### config.mk
export PLATFORM = sky130hd
export DESIGN_NAME = mc_control_fsm
export DESIGN_NICKNAME = d
export VERILOG_FILES = /design/src/rtl/mc_control_fsm.sv
export SDC_FILE = /design/constraint.sdc
export NUM_CORES = 1
export LEC_CHECK = 0
export BUFFER_PORTS_ARGS = -buffer_cell sky130_fd_sc_hd__buf_2
export CAP_MARGIN = 20
export CELL_PAD_IN_SITES_DETAIL_PLACEMENT = 0
export CELL_PAD_IN_SITES_GLOBAL_PLACEMENT = 1
export CORE_MARGIN = 2
export CORE_UTILIZATION = 33
export CTS_BUF_LIST = sky130_fd_sc_hd__clkbuf_2
export CTS_CLUSTER_DIAMETER = 200
export CTS_CLUSTER_SIZE = 20
export DETAILED_ROUTE_END_ITERATION = 8
export GPL_TIMING_DRIVEN = 0
export MAX_ROUTING_LAYER = met4
export PLACE_DENSITY_LB_ADDON = 0.3
export SLEW_MARGIN = 20
export SYNTH_ARGS = -nofsm -noshare
export SYNTH_HDL_FRONTEND = slang
export SYNTH_SLANG_ARGS = --single-unit
### constraint.sdc
create_clock -name clk -period 1.8 [get_ports clk]
set_clock_uncertainty 0.1 [all_clocks]
set_input_delay 0.36 -clock clk [delete_from_list [all_inputs] [get_ports clk]]
set_output_delay 0.36 -clock clk [all_outputs]
set_load 0.05 [all_outputs]
### src/rtl/mc_control_fsm.sv
// mc_control_fsm
//   Main controller for the multi-cycle MIPS datapath. It sequences the shared
//   ALU, the register file, the instruction register and the unified memory
//   through the phases of each instruction. It decodes lw, sw, R-type, beq,
//   addi and j, and flags any other opcode as illegal.
//
//   The controller stalls in FETCH, MEMRD and MEMWR until MemReady is seen. A
//   wait counter aborts the access to FETCH after MEM_TIMEOUT stalled cycles.
//
// Ports
//   clk, reset       rising-edge clock, synchronous active-high reset
//   Opcode[5:0]      IR[31:26], valid from DECODE onward
//   MemReady         memory completes the current access this cycle
//   MemRead/MemWrite memory requests
//   IRWrite/PCWrite  IR load / unconditional PC load (FETCH: gated by MemReady)
//   Branch           PC load qualified by Zero in the datapath
//   RegWrite         register file write
//   IorD, MemtoReg, RegDst, ALUSrcA, ALUSrcB[1:0], ALUOp[1:0], PCSrc[1:0]
//                    datapath mux selects and ALU operation class
//   MemFault         one-cycle pulse on memory timeout
//   IllegalOp        one-cycle pulse on unknown opcode in DECODE
//   State[3:0]       current state encoding for debug (0 while reset=1)
//
// state   | meaning
// --------+----------------------------------------------------
// FETCH   | read instruction at PC, PC <= PC+4 on MemReady
// DECODE  | read registers, compute branch target into ALUOut
// MEMADR  | compute load/store address A + SignImm
// MEMRD   | read data memory at ALUOut
// MEMWB   | write MDR to rt
// MEMWR   | write B to data memory at ALUOut
// EXECUTE | R-type ALU operation on A, B
// ALUWB   | write ALUOut to rd
// BRANCH  | compare A, B and load branch target if equal
// ADDIEX  | compute A + SignImm
// ADDIWB  | write ALUOut to rt
// JUMP    | load jump target into PC
// 12..15  | unreachable, return to FETCH with outputs idle

module mc_control_fsm #(
    parameter int MEM_TIMEOUT = 15,
    parameter int CNT_W       = 8
) (
    input  logic       clk,
    input  logic       reset,
    input  logic [5:0] Opcode,
    input  logic       MemReady,
    output logic       MemRead,
    output logic       MemWrite,
    output logic       IRWrite,
    output logic       PCWrite,
    output logic       Branch,
    output logic       RegWrite,
    output logic       IorD,
    output logic       MemtoReg,
    output logic       RegDst,
    output logic       ALUSrcA,
    output logic [1:0] ALUSrcB,
    output logic [1:0] ALUOp,
    output logic [1:0] PCSrc,
    output logic       MemFault,
    output logic       IllegalOp,
    output logic [3:0] State
);

    typedef enum logic [3:0] {
        S_FETCH   = 4'd0,
        S_DECODE  = 4'd1,
        S_MEMADR  = 4'd2,
        S_MEMRD   = 4'd3,
        S_MEMWB   = 4'd4,
        S_MEMWR   = 4'd5,
        S_EXECUTE = 4'd6,
        S_ALUWB   = 4'd7,
        S_BRANCH  = 4'd8,
        S_ADDIEX  = 4'd9,
        S_ADDIWB  = 4'd10,
        S_JUMP    = 4'd11
    } state_t;

    localparam logic [5:0] OP_LW    = 6'b100011;
    localparam logic [5:0] OP_SW    = 6'b101011;
    localparam logic [5:0] OP_RTYPE = 6'b000000;
    localparam logic [5:0] OP_BEQ   = 6'b000100;
    localparam logic [5:0] OP_ADDI  = 6'b001000;
    localparam logic [5:0] OP_J     = 6'b000010;

    localparam logic [CNT_W-1:0] TIMEOUT_VAL = CNT_W'(MEM_TIMEOUT);

    state_t           state_q;
    state_t           state_d;
    logic [CNT_W-1:0] wait_cnt;
    logic             wait_state;
    logic             timeout;

    assign wait_state = (state_q == S_FETCH) || (state_q == S_MEMRD) ||
                        (state_q == S_MEMWR);

    // MemReady wins over a timeout landing on the same cycle.
    assign timeout = wait_state && !MemReady && (wait_cnt == TIMEOUT_VAL);

    // State register
    always_ff @(posedge clk) begin
        if (reset) begin
            state_q <= S_FETCH;
        end else begin
            state_q <= state_d;
        end
    end

    // Wait counter. A FETCH abort returns to FETCH without a state change,
    // so the timeout itself also clears the count.
    always_ff @(posedge clk) begin
        if (reset) begin
            wait_cnt <= '0;
        end else if ((state_d != state_q) || timeout) begin
            wait_cnt <= '0;
        end else if (wait_state && !MemReady) begin
            wait_cnt <= wait_cnt + CNT_W'(1);
        end else begin
            wait_cnt <= '0;
        end
    end

    // Next-state logic
    always_comb begin
        state_d = S_FETCH;
        case (state_q)
            S_FETCH: begin
                if (MemReady)     state_d = S_DECODE;
                else              state_d = S_FETCH;
            end
            S_DECODE: begin
                case (Opcode)
                    OP_LW, OP_SW: state_d = S_MEMADR;
                    OP_RTYPE:     state_d = S_EXECUTE;
                    OP_BEQ:       state_d = S_BRANCH;
                    OP_ADDI:      state_d = S_ADDIEX;
                    OP_J:         state_d = S_JUMP;
                    default:      state_d = S_FETCH;
                endcase
            end
            S_MEMADR: begin
                if (Opcode == OP_SW) state_d = S_MEMWR;
                else                 state_d = S_MEMRD;
            end
            S_MEMRD: begin
                if (MemReady)     state_d = S_MEMWB;
                else if (timeout) state_d = S_FETCH;
                else              state_d = S_MEMRD;
            end
            S_MEMWB:   state_d = S_FETCH;
            S_MEMWR: begin
                if (MemReady)     state_d = S_FETCH;
                else if (timeout) state_d = S_FETCH;
                else              state_d = S_MEMWR;
            end
            S_EXECUTE: state_d = S_ALUWB;
            S_ALUWB:   state_d = S_FETCH;
            S_BRANCH:  state_d = S_FETCH;
            S_ADDIEX:  state_d = S_ADDIWB;
            S_ADDIWB:  state_d = S_FETCH;
            S_JUMP:    state_d = S_FETCH;
            default:   state_d = S_FETCH;
        endcase
    end

    // Output logic. Everything is forced idle while reset is high so that a
    // reset landing on a writeback state cannot commit a partial result.
    always_comb begin
        MemRead   = 1'b0;
        MemWrite  = 1'b0;
        IRWrite   = 1'b0;
        PCWrite   = 1'b0;
        Branch    = 1'b0;
        RegWrite  = 1'b0;
        IorD      = 1'b0;
        MemtoReg  = 1'b0;
        RegDst    = 1'b0;
        ALUSrcA   = 1'b0;
        ALUSrcB   = 2'b00;
        ALUOp     = 2'b00;
        PCSrc     = 2'b00;
        MemFault  = 1'b0;
        IllegalOp = 1'b0;
        State     = 4'd0;
        if (!reset) begin
            State    = state_q;
            MemFault = timeout;
            case (state_q)
                S_FETCH: begin
                    MemRead = 1'b1;
                    ALUSrcB = 2'b01;
                    IRWrite = MemReady;
                    PCWrite = MemReady;
                end
                S_DECODE: begin
                    ALUSrcB = 2'b11;
                    case (Opcode)
                        OP_LW, OP_SW, OP_RTYPE, OP_BEQ, OP_ADDI, OP_J:
                                 IllegalOp = 1'b0;
                        default: IllegalOp = 1'b1;
                    endcase
                end
                S_MEMADR: begin
                    ALUSrcA = 1'b1;
                    ALUSrcB = 2'b10;
                end
                S_MEMRD: begin
                    MemRead = 1'b1;
                    IorD    = 1'b1;
                end
                S_MEMWB: begin
                    RegWrite = 1'b1;
                    MemtoReg = 1'b1;
                end
                S_MEMWR: begin
                    MemWrite = 1'b1;
                    IorD     = 1'b1;
                end
                S_EXECUTE: begin
                    ALUSrcA = 1'b1;
                    ALUOp   = 2'b10;
                end
                S_ALUWB: begin
                    RegWrite = 1'b1;
                    RegDst   = 1'b1;
                end
                S_BRANCH: begin
                    ALUSrcA = 1'b1;
                    ALUOp   = 2'b01;
                    Branch  = 1'b1;
                    PCSrc   = 2'b01;
                end
                S_ADDIEX: begin
                    ALUSrcA = 1'b1;
                    ALUSrcB = 2'b10;
                end
                S_ADDIWB: begin
                    RegWrite = 1'b1;
                end
                S_JUMP: begin
                    PCWrite = 1'b1;
                    PCSrc   = 2'b10;
                end
                default: begin
                    MemFault = 1'b0;
                end
            endcase
        end
    end

endmodule

======== Word level (Yosys, flattened, before mapping) ========
Index checks and enable logic that the tools add are counted.
storage, ports and cells
  register bits ........................... 12
  word-level logic and storage cells ...... 79
cells by class
  add/subtract/negate cells ............... 1
  equal/unequal tests ..................... 18
  mux-type cells .......................... 40
  bitwise logic cells ..................... 1
  reduce and logical (&&, ||, !) cells .... 17
operator list
  operator               count
  $pmux W4 S7            1
  $mux W1                25
  $pmux W4 S5            1
  $eq A4 B3 Y1 const B   4
  $eq A4 B4 Y1 const B   4
  $eq A6 B6 Y1 const B   2
  $mux W3                4
  $reduce_or A12 Y1      1
  $add A8 B1 Y8 const B  1
  $eq A4 B2 Y1 const B   2
  $eq A8 B4 Y1 const B   1
  $mux W2                4
  $pmux W2 S2            2
  $reduce_or A2 Y1       4
  $eq A6 B2 Y1 const B   1
  $eq A6 B3 Y1 const B   1
  $eq A6 B4 Y1 const B   1
  $logic_not A6 Y1       1
  $pmux W2 S3            1
  $reduce_or A3 Y1       2
  $reduce_or A6 Y1       1
  $eq A4 B1 Y1 const B   1
  $logic_not A4 Y1       1
  $mux W4                1
  7 further kinds        10

======== Depth between registers and ports, before layout ========
Gate-level depths: netlist of run 1.
  word-level depth ........................ 11
  gate-level depth with buffers ........... 5
  depth with buffers taken out ............ 5

======== Worst setup path before layout of run 1 ========
OpenSTA, ideal clock, no wires.
  path kind ............................... input-to-output
  start point ............................. in reset
  end point ............................... out PCWrite
  data arrival time ....................... 3329 ps
  required time ........................... 1340 ps
  path slack .............................. -1989 ps
  stages on the path ...................... 4
  cells stage by stage .................... clkbuf_1 nor4_1 and3b_1 or2_1
on the way
  word-level cells in the longest chain between the ends .. 1
RTL lines
  element             line  RTL
  start: declaration  45    input logic reset,
  $mux W1             187   if (!reset) begin
  end: declaration    51    output logic PCWrite,
No other way between the ends.

======== Worst setup path after layout of run 1 ========
  start point ............................. reg state_q[0]
  end point ............................... out MemFault
on the way
  word-level cells in the longest chain between the ends .. 7
RTL lines
  element                                           line     RTL
  start: declaration                                90       state_t state_q;
  start signal: assignment                          107      state_q <= state_d;
  $eq A4 B2 Y1 or $logic_not A4 Y1 (tied branches)  96, 190
  $logic_or A1 B1 Y1 (2 in a row)                   96       assign wait_state = (state_q == S_FETCH) || (state_q == S_MEMRD) ||
  $logic_and A1 B1 Y1 (2 in a row)                  100      assign timeout = wait_state && !MemReady && (wait_cnt == TIMEOUT_VAL);
  $mux W1 *                                         190      case (state_q)
  $mux W1 *                                         187
  end: declaration                                  61       output logic MemFault,
Mark *: on every way between the ends. The rest lies on a longest branch, timed or not.

==> results.sh, run 1 <==
export IMPL_outcome="finished, violations left"
export IMPL_violations="setup timing"
export IMPL_io_pins=31
export IMPL_critPathMaxFanout=4
export IMPL_numCtsBuffers=3
export IMPL_max_freq_ghz=0.4023
export IMPL_setup_viol=19
export IMPL_fin_crit_ps=2486
export IMPL_fin_crit_sh_pct=138.1
export IMPL_synth_avg_cell_area_um2=7.652
export IMPL_powerDensity_nw_per_um2=352.5
export IMPL_ys_top_cells_by_area="dfxtp_1 26%, nor2_1 8.9%, xor2_1 4.7%"
export IMPL_fin_ws_ps=-685.7
export IMPL_fp_row_count=19
export IMPL_num_vias=1146
export IMPL_finalMaxSlewViolations=0
export IMPL_drt_wl_total_um=3304
export IMPL_place_gp_congestion=0.8849
export IMPL_hold_path_end="state_q[0]"
export IMPL_clock_sinks=12
export IMPL_diodes=0
export IMPL_register_area_um2=250.2
export IMPL_drtIter0Drc=30
export IMPL_yosysSeqAreaShare_pct=25.95
export IMPL_htreeDepth=1
export IMPL_critical_path_required_ps=1340
export IMPL_synth_edf_count=0
export IMPL_ys_types=42
export IMPL_cp_slowest_stage_delay_ps=470
export IMPL_fp_dieArea_um2=3246
export IMPL_via_per_inst=5.510
export IMPL_worstSetupPathType="reg2out"
export IMPL_antenna_found_initial=0
export IMPL_hpwl_um=1976
export IMPL_yosysTopAreaCell="dfxtp_1"
export IMPL_synth_top_area_share_pct=25.95
export IMPL_p_switching_uw=225.8
export IMPL_start_util_pct=34.16
export IMPL_dr_pass1_iters=4
export IMPL_tritoncts="done"
export IMPL_worstRegToRegCells=8
export IMPL_slowest_stage="or4_4"
export IMPL_finalPower_uw=639.9
export IMPL_area_growth_syn_to_layout_pct=96.08
export IMPL_maxCapViolCount=0
export IMPL_path_cells="buf_6 > xor2_4 > mux2_4 > or4_4 > a211oi_4 > buf_6"
export IMPL_multi_input_area_um2=834.6
export IMPL_ys_warn_count=0
export IMPL_grt_max_degree=11
export IMPL_hold_viol_final=0
export IMPL_min_from="Opcode[5]"
export IMPL_synth_nets=131
export IMPL_slew_limit_headroom_pct=77.53
export IMPL_start_kind="flop"
export IMPL_syn_cell_area_um2=925.9
export IMPL_io_buffers=29
export IMPL_end_kind="output port"
export IMPL_p_leak_uw=0.0007315
export IMPL_r2r_end="state_q[1]"
export IMPL_die_h_um=56.97
export IMPL_overflow=0
export IMPL_power_frac_comb_pct=33.5
export IMPL_grt_first_pass_wirelength_um=4830
export IMPL_fill_cells=203
export IMPL_fp_coreArea_um2=2710
export IMPL_rsz0062_at_grt="yes"
export IMPL_fin_util_pct=66.99
export IMPL_holdCritPathClass="in2reg"
export IMPL_syn_inst=121
export IMPL_layout_drive_gt1_share_pct=58.19
export IMPL_grt_pass1_vias=1025
export IMPL_die_w_um=56.97
export IMPL_wl_per_cell_um=15.88
export IMPL_clk_path_buf_depth=2
export IMPL_worst_path_buf_inv=2
export IMPL_synth_most_common_cell="nor2_1"
export IMPL_synth_flop_cell="dfxtp_1"
export IMPL_cp_arrival_ps=2030
export IMPL_clock_latency_ps=300
export IMPL_timing_rr_start="state_q[0]"
export IMPL_ant_nets=0
export IMPL_synth_common_cells="22 x nor2_1, 12 x dfxtp_1, 6 x clkbuf_1, 6 x nor4_1"
export IMPL_seqPwrFrac_pct=42.1
export IMPL_cpMostUsedCell="buf_6"
export IMPL_p_int_uw=414.1
export IMPL_cpLargestDelayFamily="simple AND/OR/NAND/NOR gates"
export IMPL_synth_seq_cells=12
export IMPL_ir_drop_v=0.0003130
export IMPL_grt_util_all_layers_pct=19.44
export IMPL_nets=188
export IMPL_r2r_setup_slack_ps=80
export IMPL_root_buffer="clkbuf_2"
export IMPL_worst_pin_slew_ps=332.4
export IMPL_min_delay_path_depth=4
export IMPL_cts_clk_slew_worst_paths_ps=140
export IMPL_swShare_pct=35.29
export IMPL_clkPwrFrac_pct=24.3
export IMPL_async_reset_ff_share_pct=0
export IMPL_drc=0
[state kept, by name (all words and copies together) (netlist names)]
name	flops
wait_cnt	8
state_q	4
[layer usage]
layer	share of wire, %	track usage (%)	vias up	routed length [µm]
met4	2.1	7.309	0	68
met5	0	-	-	0
li1	-	-	538	-
met3	5.1	2.494	7	170
met2	49	29.23	49	1610
met1	44	26.69	552	1455
[cells by family (layout without fill, tap and decap cells)]
kind of cell	after synthesis	in the layout	share of synthesized area, %
flip-flops	12	12	25.95
adder cells (fa/ha/maj)	1	1	1.351
XOR/XNOR	10	10	10.27
AO/OA/AOI/OAI	15	15	11.89
AND/OR/NAND/NOR	67	67	40.54
buffers and inverters	14	70	7.296
multiplexers	2	2	2.702
[area by class of cell]
type | count | area share (%)
Buffer | 10 | 9.373
Clock buffer | 3 | 0.8270
Clock inverter | 1 | 0.2068
Inverter | 4 | 1.034
Multi-Input combinational cell | 95 | 45.97
Sequential cell | 12 | 13.78
Tap cell | 31 | 2.136
Timing Repair Buffer | 52 | 26.67
[cell usage in the layout, fill, tap and decap left out, types with 4 or more instances in the layout]
cell type / Yosys / layout
nand4_1: 4 / 4
buf_2: 0 / 9
xor2_1: 5 / 4
dfxtp_1: 12 / 8
nor2_2: 0 / 4
nor4_4: 0 / 4
nand2b_4: 1 / 5
nand2_1: 5 / 4
clkbuf_16: 0 / 4
xnor2_1: 4 / 4
buf_8: 0 / 8
a31oi_1: 4 / 4
nor2_1: 22 / 16
buf_6: 1 / 20
buf_4: 2 / 19
[power by group through the flow]
stage | logic [µW] | registers (µW) | clock network, µW
after floorplan | 113 | 278 | 0
after global placement | 147 | 278 | 0
after detailed placement | 149 | 278 | 0
after CTS | 189 | 270 | 148
after global routing | 224 | 270 | 167
final | 215 | 270 | 156
[how the worst max path moves through the flow]
stage | startpoint | end | slack [ps] | cells after the start
after floorplan | reset | PCWrite | -570 | 4
after global placement | state_q[2] | MemFault | -470 | 5
after detailed placement | state_q[2] | MemFault | -470 | 5
after CTS | state_q[2] | MemFault | -680 | 5
after global routing | state_q[0] | MemFault | -720 | 6
final | state_q[0] | MemFault | -690 | 6
[timing repair]
action | CTS | global route
resized for setup | 72 | 18
hold buffers | 0 | 0
pin swaps | 11 | 11
endpoints found under the hold margin | 0 | 0
setup buffers | 8 | 16
setup endpoints to repair | 19 | 22
[stage by stage]
| step | TNS (ps) | instances | instance area, µm² | worst slack [ps] | hold WS [ps] |
|---|---|---|---|---|---|
| 6_report | -5669 | 208 | 1815 | -685.7 | 345.0 |
| 5_1_grt | -6361 | 208 | 1815 | -723.8 | 350.3 |
| 4_1_cts | -3693 | 193 | 1642 | -684.1 | 349.6 |
| 3_5_place_dp | -1465 | 181 | 1289 | -474.8 | 349.6 |
| 3_3_place_gp | -1266 | 181 | 1289 | -465.3 | 329.9 |
| 2_1_floorplan | -3081 | 121 | 1105 | -570.5 | 317.5 |
[worst reg2reg max path, cell delays in order (launching register included)]
cell      delay [ps]
dfxtp_2          340
buf_6            130
buf_4            140
buf_6            110
nor2b_4          150
buf_4            140
o21ai_1           80
a311o_1          340
o211ai_1         110
Note: power is estimated with default switching activity, not from simulation.
==> run 2, diff against run 1 <==
--- a/config.mk
+++ b/config.mk
@@ -5,12 +5,12 @@
 export SDC_FILE = /design/constraint.sdc
 export NUM_CORES = 1
 export LEC_CHECK = 0
-export BUFFER_PORTS_ARGS = -buffer_cell sky130_fd_sc_hd__buf_2
+export BUFFER_PORTS_ARGS = -buffer_cell sky130_fd_sc_hd__buf_4
 export CAP_MARGIN = 20
 export CELL_PAD_IN_SITES_DETAIL_PLACEMENT = 0
 export CELL_PAD_IN_SITES_GLOBAL_PLACEMENT = 1
 export CORE_MARGIN = 2
-export CORE_UTILIZATION = 33
+export CORE_UTILIZATION = 36
 export CTS_BUF_LIST = sky130_fd_sc_hd__clkbuf_2
 export CTS_CLUSTER_DIAMETER = 200
 export CTS_CLUSTER_SIZE = 20
@@ -18,6 +18,7 @@
 export GPL_TIMING_DRIVEN = 0
 export MAX_ROUTING_LAYER = met4
 export PLACE_DENSITY_LB_ADDON = 0.3
+export RECOVER_POWER = 25
 export SLEW_MARGIN = 20
 export SYNTH_ARGS = -nofsm -noshare
 export SYNTH_HDL_FRONTEND = slang
==> constraint.sdc (replaced) <==
create_clock -name clk -period 2.4 [get_ports clk]
set_clock_uncertainty 0.1 [all_clocks]
set_input_delay 0.48 -clock clk [delete_from_list [all_inputs] [get_ports clk]]
set_output_delay 0.48 -clock clk [all_outputs]
set_load 0.05 [all_outputs]
==> run 2 against run 1 <==
- the flow still finishes with violations (setup timing)
- count of clock-buffer cells in the layout did not move
- critical path depth did not move
- non-clock buffer count fell by 23
- largest power group unchanged
- die area decreased by 7.8%
- critical path type unchanged
- routed wire length is 26% lower
- total power shrank 35%
==> results.sh, run 2 (synthesis results as in run 1) <==
export IMPL_outcome="finished, violations left"
export IMPL_violations="setup timing"
export IMPL_r2r_setup_slack_ps=670
export IMPL_clk_path_buf_depth=2
export IMPL_critPathMaxFanout=7
export IMPL_area_growth_syn_to_layout_pct=42.43
export IMPL_io_buffers=29
export IMPL_r2r_end="state_q[1]"
export IMPL_drtIter0Drc=16
export IMPL_reg_top3="wait_cnt: 8 flops, state_q: 4 flops"
export IMPL_grt_util_all_layers_pct=18.72
export IMPL_end_kind="output port"
export IMPL_worst_pin_slew_ps=605.9
export IMPL_dpl_worst_slack_ps=45.80
export IMPL_min_delay_path_depth=1
export IMPL_place_gp_congestion=0.8875
export IMPL_placed_area_um2=1281
export IMPL_fp_dieArea_um2=2994
export IMPL_die_h_um=54.72
export IMPL_ant_nets=0
export IMPL_htreeDepth=1
export IMPL_ir_drop_v=0.0002328
export IMPL_fill_cells=238
export IMPL_via_per_inst=5.196
export IMPL_powerDensity_nw_per_um2=315.9
export IMPL_overflow=0
export IMPL_dr_pass1_iters=4
export IMPL_diodes=0
export IMPL_startpoint="state_q[0]"
export IMPL_final_cell_mix="28 x buf_4, 21 x nor2_1, 10 x dfxtp_1"
export IMPL_setup_viol=2
export IMPL_fin_util_pct=53.72
export IMPL_fp_coreArea_um2=2455
export IMPL_largest_reg_flops=8
export IMPL_max_freq_ghz=0.3874
export IMPL_timing_rr_start="state_q[1]"
export IMPL_start_util_pct=37.72
export IMPL_layout_drive_gt1_share_pct=37.01
export IMPL_drt_wl_total_um=2449
export IMPL_top_register="wait_cnt"
export IMPL_min_from="wait_cnt[0]"
export IMPL_grt_max_degree=11
export IMPL_hold_viol_final=0
export IMPL_drc=0
export IMPL_nets=165
export IMPL_tritoncts="done"
export IMPL_cp_arrival_ps=2000
export IMPL_clock_sinks=12
export IMPL_hold_path_end="wait_cnt[0]"
export IMPL_numCtsBuffers=3
export IMPL_maxCapViolCount=0
export IMPL_grt_first_pass_wirelength_um=3864
export IMPL_p_leak_uw=0.0005329
export IMPL_worstSetupPathType="reg2out"
export IMPL_fp_row_count=18
export IMPL_worstRegToRegCells=5
export IMPL_slew_limit_headroom_pct=59.61
export IMPL_fin_crit_sh_pct=107.6
export IMPL_grt_pass1_vias=774
export IMPL_final_common_cell="buf_4"
export IMPL_setup_tns_ps=-252.1
export IMPL_hpwl_um=1878
export IMPL_postLayoutCellArea_um2=1319
export IMPL_wl_per_cell_um=13.31
export IMPL_finalMaxSlewViolations=0
export IMPL_holdCritPathClass="reg2reg"
export IMPL_rsz0062_at_grt="yes"
export IMPL_die_w_um=54.72
export IMPL_clock_latency_ps=250
export IMPL_antenna_found_initial=0
export IMPL_num_vias=956
export IMPL_critical_path_required_ps=1820
export IMPL_fin_ws_ps=-181.6
export IMPL_fin_crit_ps=2582
export IMPL_root_buffer="clkbuf_2"
export IMPL_io_pins=31
export IMPL_start_kind="flop"
export IMPL_cts_clk_slew_worst_paths_ps=120
[run 2: cell types whose count changed in the layout (fill, tap and decap cells not counted), moves of 4 or more]
| cell | before | now |
|---|---|---|
| buf_6 | 20 | 5 |
| buf_4 | 19 | 28 |
| nand2b_4 | 5 | 1 |
| nor2_2 | 4 | 0 |
| buf_8 | 8 | 1 |
| nand2b_1 | 1 | 5 |
| nor2_1 | 16 | 21 |
| clkbuf_16 | 4 | 0 |
| buf_2 | 9 | 1 |
[run 2: area by class of cell]
type	count	area (µm²)	area share, %
clock buffers	3	15.01	1.139
inverters	4	15.01	1.139
plain buffers	10	93.84	7.116
multi-input cells	95	689.4	52.28
well taps	30	37.54	2.846
flip-flops and latches	12	242.7	18.41
clock inverters	1	3.754	0.2846
repair buffers	29	221.5	16.79
[run 2: what timing repair did]
| item | in CTS | in global routing |
|---|---|---|
| pin swaps | 0 | 1 |
| endpoints found under the setup margin | 10 | 10 |
| hold endpoints to repair | 0 | 0 |
| hold buffers | 0 | 0 |
| setup buffers | 0 | 0 |
| gates resized for setup | 6 | 6 |
[run 2: power breakdown]
group | switching (µW) | internal, µW
clock network | 63.9 | 36.2
logic | 69.2 | 43.1
registers | 2.00 | 202
[run 2: worst max-delay path: stages (launching register included)]
cell and delay, ps:
dfxtp_2 340, buf_6 130, xor2_2 160, mux2_4 280, or4_4 470, a211oi_4 190, buf_6 190
[run 2: stage by stage]
step	instances	hold slack (ps)	total power, µW
after floorplan	121	317.5	285.8
after global placement	180	326.6	319.4
after detailed placement	180	340.2	321.0
after CTS	184	360.0	425.8
after global routing	184	408.2	445.1
final	184	359.4	416.6
[run 2: routing by layer]
layer,global-route usage (%),part of all wire (%)
met4,2.500,0.49
met3,4.098,5.0
met2,26.59,46
met1,27.44,48
met5,-,0
[run 2: worst max-delay path by stage]
stage	end	slack (ps)	cells past startpoint
after detailed placement	MemFault	50	5
after global routing	MemFault	-270	6
after global placement	MemFault	70	5
after floorplan	PCWrite	-190	4
after CTS	MemFault	-210	6
final	MemFault	-180	6
